--- config.mk ---
export PLATFORM = sky130hd
export DESIGN_NAME = mem_arbiter_flat
export DESIGN_NICKNAME = d
export VERILOG_FILES = /design/src/rtl/mem_arb_if.sv /design/src/rtl/mem_arbiter.sv /design/src/flat_wrapper.sv
export SDC_FILE = /design/constraint.sdc
export NUM_CORES = 1
export LEC_CHECK = 0
export ABC_AREA = 1
export BUFFER_PORTS_ARGS = -buffer_cell sky130_fd_sc_hd__buf_2
export CORE_ASPECT_RATIO = 0.9
export CORE_MARGIN = 2
export CORE_UTILIZATION = 49
export DETAILED_ROUTE_END_ITERATION = 16
export PLACE_DENSITY = 0.82
export REMOVE_ABC_BUFFERS = 1
export SLEW_MARGIN = 15
export SYNTH_ARGS = -nofsm -noshare
export SYNTH_HDL_FRONTEND = slang
export SYNTH_SLANG_ARGS = --single-unit
--- constraint.sdc ---
create_clock -name clk -period 2.6 [get_ports clk]
set_clock_uncertainty 0.15 [all_clocks]
set_input_delay 0.13 -clock clk [delete_from_list [all_inputs] [get_ports clk]]
set_output_delay 0.13 -clock clk [all_outputs]
set_load 0.03 [all_outputs]
--- src/rtl/mem_arb_if.sv ---
// mem_arb_if: CPU, DMA and memory-side signals of mem_arbiter (slave = arbiter view).
interface mem_arb_if #(
  parameter int AW = 32,
  parameter int DW = 32
);
  logic          cpu_req;
  logic          cpu_we;
  logic [AW-1:0] cpu_addr;
  logic [DW-1:0] cpu_wdata;
  logic [DW-1:0] cpu_rdata;
  logic          cpu_ack;
  logic          dma_req;
  logic          dma_we;
  logic [AW-1:0] dma_addr;
  logic [DW-1:0] dma_wdata;
  logic [DW-1:0] dma_rdata;
  logic          dma_ack;
  logic          dma_last;
  logic          mem_en;
  logic          mem_we;
  logic [AW-1:0] mem_addr;
  logic [DW-1:0] mem_wdata;
  logic [DW-1:0] mem_rdata;
  logic          arb_busy;
  modport slave (
    input  cpu_req, cpu_we, cpu_addr, cpu_wdata,
    output cpu_rdata, cpu_ack,
    input  dma_req, dma_we, dma_addr, dma_wdata, dma_last,
    output dma_rdata, dma_ack,
    output mem_en, mem_we, mem_addr, mem_wdata,
    input  mem_rdata,
    output arb_busy
  );
  modport master (
    output cpu_req, cpu_we, cpu_addr, cpu_wdata,
    input  cpu_rdata, cpu_ack,
    output dma_req, dma_we, dma_addr, dma_wdata, dma_last,
    input  dma_rdata, dma_ack,
    input  mem_en, mem_we, mem_addr, mem_wdata,
    output mem_rdata,
    input  arb_busy
  );
endinterface

--- src/rtl/mem_arbiter.sv ---
// mem_arbiter: registered CPU/DMA scheduler for one shared memory; DMA burst lock
// is compiled in when MEM_ARB_DMA_BURST_EN is defined.
module mem_arbiter #(
  parameter int AW        = 32,
  parameter int DW        = 32,
  parameter int MEM_LAT   = 1,
  parameter int MAX_BURST = 8
) (
  input logic      clk,
  input logic      rst,
  mem_arb_if.slave bus
);
  typedef enum logic [1:0] {IDLE, ISSUE, WAIT, ACK} state_e;
  state_e        state_q, state_d;
  logic          own_q, own_d, last_q, last_d, we_q, we_d, pick_dma;
  logic [AW-1:0] addr_q, addr_d;
  logic [DW-1:0] wdata_q, wdata_d, cpu_rd_q, cpu_rd_d, dma_rd_q, dma_rd_d;
  logic [3:0]    lat_q, lat_d;
`ifdef MEM_ARB_DMA_BURST_EN
  logic          lock_q, lock_d;
  logic [7:0]    beat_q, beat_d, beat_n;
  assign beat_n   = beat_q + 8'd1;
  assign pick_dma = bus.dma_req & (lock_q | ~bus.cpu_req | ~last_q);
`else
  assign pick_dma = bus.dma_req & (~bus.cpu_req | ~last_q);
`endif
  // own/last: 1 = DMA, 0 = CPU
  always_comb begin
    state_d  = state_q;
    own_d    = own_q;
    last_d   = last_q;
    we_d     = we_q;
    addr_d   = addr_q;
    wdata_d  = wdata_q;
    lat_d    = lat_q;
    cpu_rd_d = cpu_rd_q;
    dma_rd_d = dma_rd_q;
`ifdef MEM_ARB_DMA_BURST_EN
    lock_d   = lock_q;
    beat_d   = beat_q;
`endif
    case (state_q)
      IDLE: begin
`ifdef MEM_ARB_DMA_BURST_EN
        if (!bus.dma_req) begin
          lock_d = 1'b0;
          beat_d = '0;
        end
`endif
        if (bus.cpu_req || bus.dma_req) begin
          state_d = ISSUE;
          own_d   = pick_dma;
          we_d    = pick_dma ? bus.dma_we : bus.cpu_we;
          addr_d  = pick_dma ? bus.dma_addr : bus.cpu_addr;
          wdata_d = pick_dma ? bus.dma_wdata : bus.cpu_wdata;
        end
      end
      ISSUE: begin
        state_d = WAIT;
        lat_d   = 4'(MEM_LAT - 1);
      end
      WAIT: begin
        lat_d = (lat_q == '0) ? lat_q : lat_q - 4'd1;
        if (lat_q == '0) begin
          state_d  = ACK;
          cpu_rd_d = own_q ? cpu_rd_q : bus.mem_rdata;
          dma_rd_d = own_q ? bus.mem_rdata : dma_rd_q;
        end
      end
      ACK: begin
        state_d = IDLE;
        last_d  = own_q;
`ifdef MEM_ARB_DMA_BURST_EN
        if (own_q) begin
          lock_d = ~bus.dma_last & (beat_n != 8'(MAX_BURST));
          beat_d = lock_d ? beat_n : '0;
        end
`endif
      end
      default: state_d = IDLE;
    endcase
  end
  always_ff @(posedge clk) begin
    if (rst) begin
      state_q  <= IDLE;
      own_q    <= 1'b0;
      last_q   <= 1'b1;
      we_q     <= 1'b0;
      addr_q   <= '0;
      wdata_q  <= '0;
      lat_q    <= '0;
      cpu_rd_q <= '0;
      dma_rd_q <= '0;
`ifdef MEM_ARB_DMA_BURST_EN
      lock_q   <= 1'b0;
      beat_q   <= '0;
`endif
    end else begin
      state_q  <= state_d;
      own_q    <= own_d;
      last_q   <= last_d;
      we_q     <= we_d;
      addr_q   <= addr_d;
      wdata_q  <= wdata_d;
      lat_q    <= lat_d;
      cpu_rd_q <= cpu_rd_d;
      dma_rd_q <= dma_rd_d;
`ifdef MEM_ARB_DMA_BURST_EN
      lock_q   <= lock_d;
      beat_q   <= beat_d;
`endif
    end
  end
  assign bus.mem_en    = state_q == ISSUE;
  assign bus.mem_we    = (state_q == ISSUE) & we_q;
  assign bus.mem_addr  = addr_q;
  assign bus.mem_wdata = wdata_q;
  assign bus.cpu_ack   = (state_q == ACK) & ~own_q;
  assign bus.dma_ack   = (state_q == ACK) & own_q;
  assign bus.cpu_rdata = cpu_rd_q;
  assign bus.dma_rdata = dma_rd_q;
  assign bus.arb_busy  = state_q != IDLE;
endmodule

--- src/flat_wrapper.sv ---
// flat-port wrapper written by rule: the top's interface ports become plain ports
module mem_arbiter_flat 
#(
  parameter int AW        = 32,
  parameter int DW        = 32,
  parameter int MEM_LAT   = 1,
  parameter int MAX_BURST = 8
)
  (clk, rst, bus_cpu_req, bus_cpu_we, bus_cpu_addr, bus_cpu_wdata, bus_cpu_rdata, bus_cpu_ack, bus_dma_req, bus_dma_we, bus_dma_addr, bus_dma_wdata, bus_dma_last, bus_dma_rdata, bus_dma_ack, bus_mem_en, bus_mem_we, bus_mem_addr, bus_mem_wdata, bus_mem_rdata, bus_arb_busy);
  mem_arb_if #(.AW(AW), .DW(DW)) bus_i ();
  input logic clk;
  input logic rst;
  input wire logic [$bits(bus_i.cpu_req)-1:0] bus_cpu_req;
  input wire logic [$bits(bus_i.cpu_we)-1:0] bus_cpu_we;
  input wire logic [$bits(bus_i.cpu_addr)-1:0] bus_cpu_addr;
  input wire logic [$bits(bus_i.cpu_wdata)-1:0] bus_cpu_wdata;
  output wire logic [$bits(bus_i.cpu_rdata)-1:0] bus_cpu_rdata;
  output wire logic [$bits(bus_i.cpu_ack)-1:0] bus_cpu_ack;
  input wire logic [$bits(bus_i.dma_req)-1:0] bus_dma_req;
  input wire logic [$bits(bus_i.dma_we)-1:0] bus_dma_we;
  input wire logic [$bits(bus_i.dma_addr)-1:0] bus_dma_addr;
  input wire logic [$bits(bus_i.dma_wdata)-1:0] bus_dma_wdata;
  input wire logic [$bits(bus_i.dma_last)-1:0] bus_dma_last;
  output wire logic [$bits(bus_i.dma_rdata)-1:0] bus_dma_rdata;
  output wire logic [$bits(bus_i.dma_ack)-1:0] bus_dma_ack;
  output wire logic [$bits(bus_i.mem_en)-1:0] bus_mem_en;
  output wire logic [$bits(bus_i.mem_we)-1:0] bus_mem_we;
  output wire logic [$bits(bus_i.mem_addr)-1:0] bus_mem_addr;
  output wire logic [$bits(bus_i.mem_wdata)-1:0] bus_mem_wdata;
  input wire logic [$bits(bus_i.mem_rdata)-1:0] bus_mem_rdata;
  output wire logic [$bits(bus_i.arb_busy)-1:0] bus_arb_busy;
  assign bus_i.cpu_req = bus_cpu_req;
  assign bus_i.cpu_we = bus_cpu_we;
  assign bus_i.cpu_addr = bus_cpu_addr;
  assign bus_i.cpu_wdata = bus_cpu_wdata;
  assign bus_cpu_rdata = bus_i.cpu_rdata;
  assign bus_cpu_ack = bus_i.cpu_ack;
  assign bus_i.dma_req = bus_dma_req;
  assign bus_i.dma_we = bus_dma_we;
  assign bus_i.dma_addr = bus_dma_addr;
  assign bus_i.dma_wdata = bus_dma_wdata;
  assign bus_i.dma_last = bus_dma_last;
  assign bus_dma_rdata = bus_i.dma_rdata;
  assign bus_dma_ack = bus_i.dma_ack;
  assign bus_mem_en = bus_i.mem_en;
  assign bus_mem_we = bus_i.mem_we;
  assign bus_mem_addr = bus_i.mem_addr;
  assign bus_mem_wdata = bus_i.mem_wdata;
  assign bus_i.mem_rdata = bus_mem_rdata;
  assign bus_arb_busy = bus_i.arb_busy;
  mem_arbiter #(.AW(AW), .DW(DW), .MEM_LAT(MEM_LAT), .MAX_BURST(MAX_BURST)) u_core (.clk(clk), .rst(rst), .bus(bus_i));
endmodule
# Word level (Yosys, flattened, before mapping)

Index checks and enable logic that the tools add are counted.

Memories kept: 0
Word-level logic and storage cells: 42
Register bits: 137
Bits in writable memories: 0
Bits in latches: 0
ROM bits: 0

Order comparisons: 0
Reductions and logical operators: 10
Multipliers: 0
Shift operators: 0
Divide/modulo/power cells: 0
Mux-type cells: 8
$add $sub $neg: 1
Bitwise gates (word level): 8
Equal/unequal tests: 6

Operator list:

| cell                | number |
|---|---|
| $mux 32             | 2 |
| $pmux 2 s4          | 1 |
| $pmux 4 s2          | 1 |
| $reduce_and 2->1    | 3 |
| $reduce_and 3->1    | 2 |
| $and 1x1->1         | 4 |
| $eq 2x2->1 const B  | 2 |
| $logic_not 4->1     | 1 |
| $mux 2              | 2 |
| $mux 4              | 1 |
| $ne 2x1->1 const B  | 2 |
| $reduce_bool 2->1   | 2 |
| $sub 4x1->4 const B | 1 |
| $not 1->1           | 3 |
| $eq 2x1->1 const B  | 1 |
| $logic_not 2->1     | 1 |
| $ne 2x2->1 const B  | 1 |
| $logic_or 1x1->1    | 1 |
| $mux 1              | 1 |
| $or 1x1->1          | 1 |

# Longest topological paths before layout

Word-level depth: 4
Gate-level depth with buffers: 9
Gate-level depth less buffers: 7

# Least setup slack after synthesis

Ideal clock, no wire load.

Kind: register to register
Start: register u_core.state_q[0]
End: register u_core.addr_q[28], in the netlist u_core.bus.mem_addr[28]
Slack: 0.888 ns
Arrival time: 1.492 ns
Cell stages (with the launch flop): 10
Required time: 2.380 ns
Cell sequence: dfxtp_1 -> inv_1 -> ha_1 -> inv_1 -> a21oi_2 -> buf_6 -> buf_4 -> o21ai_1 -> clkinv_1 -> a21oi_1

Word-level cells in the longest chain between the ends: 2

RTL lines:

| element                    | line               | RTL |
|---|---|---|
| start, declared            | mem_arbiter.sv:14  | `state_e state_q, state_d;` |
| start signal, assigned     | mem_arbiter.sv:99  | `state_q <= state_d;` |
| $logic_not 2->1            | mem_arbiter.sv:42  | `case (state_q)` |
| $reduce_and 2->1 (no line) | n/a                |  |
| end signal, assigned       | mem_arbiter.sv:103 | `addr_q <= addr_d;` |
| end, declared              | mem_arbiter.sv:16  | `logic [AW-1:0] addr_q, addr_d;` |

Every way passes these cells.
A chain may end at the register's enable or synchronous reset.

# Worst setup path in the final report

Start: register u_core.state_q[0]
End: register u_core.addr_q[10], in the netlist u_core.bus.mem_addr[10]

Same word-level chain as after synthesis.

==> reports/metrics.csv <==
metric,value,unit
die area,13000,sq um
initial DRC count,666,
DPL Wire Length,12000,um
top-count cell post-synth,nand2_1,
Worst-path clk slew,60,ps
ys flop type,dfxtp_1,
CTS tree,built,
Power Internal,5960,uW
Initial Util,49.9,%
peak supply drop,0.000638,V
CTS buffer count,17,
Comb pwr share,46.1,%
Max Buffers Root-to-Sink,2,
Post-synth top cells,"146 x nand2_1, 137 x dfxtp_1, 112 x inv_1",
Critical Path AT,2700,ps
setup TNS,0,ps
final wirelength,24100,um
Vias/cell,5.25,
Reg2Reg Setup Slack,110,ps
reg2reg path depth,9,
top post-synthesis cells by area,"dfxtp_1 46%, nand2_1 9.2%, a21oi_1 8.5%",
# DRC,0,
core box area,11900,sq um
register area share after synthesis,46.1,%
Worst setup startpoint,u_core.state_q[0],
cell chain of the critical path,inv_1 > ha_1 > inv_1 > a21oi_4 > buf_12 > buf_12 > o21ai_1 > a21oi_1 > dlygate4sd3_1,
Die Ht,109,um
Reg-to-Reg Start,u_core.state_q[0],
setup violators final,0,
achievable frequency,402,MHz
Psw,4170,uW
gr ovfl total,0,
Die W,120,um
Tightest Pin Transition,600,ps
Nets,1466,
Top Family by Delay on Critical Path,buffers and inverters,
num ports,300,
post-synthesis cell type count,23,
Worst Hold Class,input port to flop,
Yosys warning total,0,
"Avg Cell Area, Syn",7.03,sq um
GPL Wtd Cong,0.845,
IO Port Bufs,298,
"slowest stage cell, crit path",dlygate4sd3_1,
ys async rst share,0,%
routed vias,7681,
Slew HR,59.9,%
share of cells above drive strength 1,27.6,%
DR WL/cell,16.5,um
Fill cells,663,
CTS sink cnt,137,
crit path capture type,flop,
drt pass-1 iters,5,
CP Buf/Inv Count,5,
antenna fix cells,0,
outcome,"complete, no violations",
Crit Path Category,flop to flop,
worst-path maximum fanout,20,
"Cell Area, Synth",5950,sq um
clk_lat worst skew,430,ps
clock group share of total power,24.2,%
largest net degree at the start of global routing,101,
RSZ-0062 raised after global routing,no,
"flops & latches, synth",137,
first-pass GRT wire length,37300,um
pwr dens,1030,nW/um^2
Reg-to-Reg End,u_core.bus.mem_addr[10],
H-tree levels,4,
area delta synth->final,64.9,%
Switching Fraction,41.1,%
initial antenna violation count,1,
CP Data Required Time,2820,ps
period utilisation layout,95.6,%
total leakage power,0.00507,uW
site row count,38,
Final Critical Period,2490,ps
Tot Pwr,10100,uW
"EDFF count, synth",0,
power share of the sequential group,29.6,%
Critical Path Sink,u_core.bus.mem_addr[10],
GRT Total Usage,36.3,%
final hold violation count,0,
top-area cell type share of the netlist area,46.1,%
Post-DRT Antenna Nets,0,
vias in the first global route,7821,
"area leader, netlist",dfxtp_1,
CP Launch Type,flop,
Syn Inst Count,846,
root buf cell,clkbuf_16,
max incr delay on CP,610,ps
Stages on worst setup path,9,
MaxCap Viol Count,0,
Pins Over Slew Limit,0,
-- worst min path at each step --
stage	depth (start not counted)	endpoint	start
finish	5	u_core.bus.mem_addr[23]	bus_cpu_addr[23]
global route	5	u_core.bus.mem_addr[23]	bus_cpu_addr[23]
CTS	5	u_core.bus.mem_addr[23]	bus_cpu_addr[23]
detailed placement	3	u_core.bus.mem_wdata[6]	bus_dma_wdata[6]
global placement	3	u_core.bus.mem_addr[23]	bus_dma_addr[23]
floorplan	1	u_core.bus.dma_rdata[0]	rst
-- sequential cells by signal (all words and copies together), names as in the netlist --
register and flops:
u_core.last_q 1, u_core.we_q 1, u_core.lat_q 4, u_core.own_q 1
u_core.bus.mem_wdata 32, u_core.state_q 2, u_core.bus.cpu_rdata 32, u_core.bus.mem_addr 32
u_core.bus.dma_rdata 32
-- worst reg2reg max path, stage by stage (launching register included) --
cell	delay, ps
dfxtp_1	330
inv_1	140
ha_1	230
inv_1	100
a21oi_4	160
buf_12	170
buf_12	160
o21ai_1	120
a21oi_1	260
dlygate4sd3_1	610
-- area by class of cell --
cell class	count	area (sq um)	area share, %
clock buffer	23	468	4.77
clock inverter	8	120	1.22
inverter	151	567	5.78
multi-input combinational	504	2350	24.0
sequential	137	2740	28.0
tap	160	200	2.04
timing repair buffer	481	3360	34.2
-- per-stage QoR --
stage / std cells / cell area [sq um] / hold slack [ps] / util [%] / worst slack (ps)
final: 1464 / 9810 / 30.8 / 82.2 / 115
after global routing: 1464 / 9810 / 29.8 / 82.2 / 33.8
after CTS: 1462 / 9780 / 0.589 / 81.9 / 10.3
after detailed placement: 1269 / 7570 / 238 / 63.4 / 577
after global placement: 1269 / 7570 / 233 / 63.4 / 643
after floorplan: 792 / 5650 / 49.1 / - / -1270
-- logic make-up after synthesis --
family                     after synthesis  synth area share (%)
and+or+nand+nor                        229                  15.1
AOI/OAI and AO/OA                      268                  22.7
adders and majority gates                7                  1.47
buffers and inverters                  205                  14.6
DFF                                    137                  46.1
-- what timing repair did --
action                                 CTS  global route
setup endpoints to repair                0            60
setup buffers                            0             2
resized for setup                        0             2
endpoints found under the hold margin  130             0
hold buffers                           162             0
-- power by group through the flow --
stage | Clock, uW | Combinational [uW] | Sequential (uW)
floorplan | 0 | 1460 | 4010
global placement | 0 | 3680 | 2960
detailed placement | 0 | 3750 | 2970
CTS | 2450 | 4350 | 2940
global route | 2540 | 4980 | 3050
finish | 2450 | 4670 | 3000
-- placed cells by master (no fill, tap or decap), types with 3 or more instances in the layout --
cell             n
clkbuf_1         4
dlygate4sd3_1  162
clkinv_2         3
inv_1          112
dfxtp_1        137
buf_12           7
clkinv_1        32
nand2_1        146
buf_2          298
o21ai_1         90
nand3_1          5
nor2_1          72
inv_2            7
bufinv_16        3
a21oi_1        100
clkbuf_16       17
buf_4           14
ha_1             7
o21ai_0         74
-- per-layer routing --
metal  GRT usage (%)  up-vias  share of wire [%]
li1                -     3542                  -
met5               0        -              0.070
met4            26.0        2                6.8
met1            36.4     3463                 35
met2            63.4      507                 49
met3            12.4      167                9.0
Note: power is estimated with default switching activity, not from simulation.
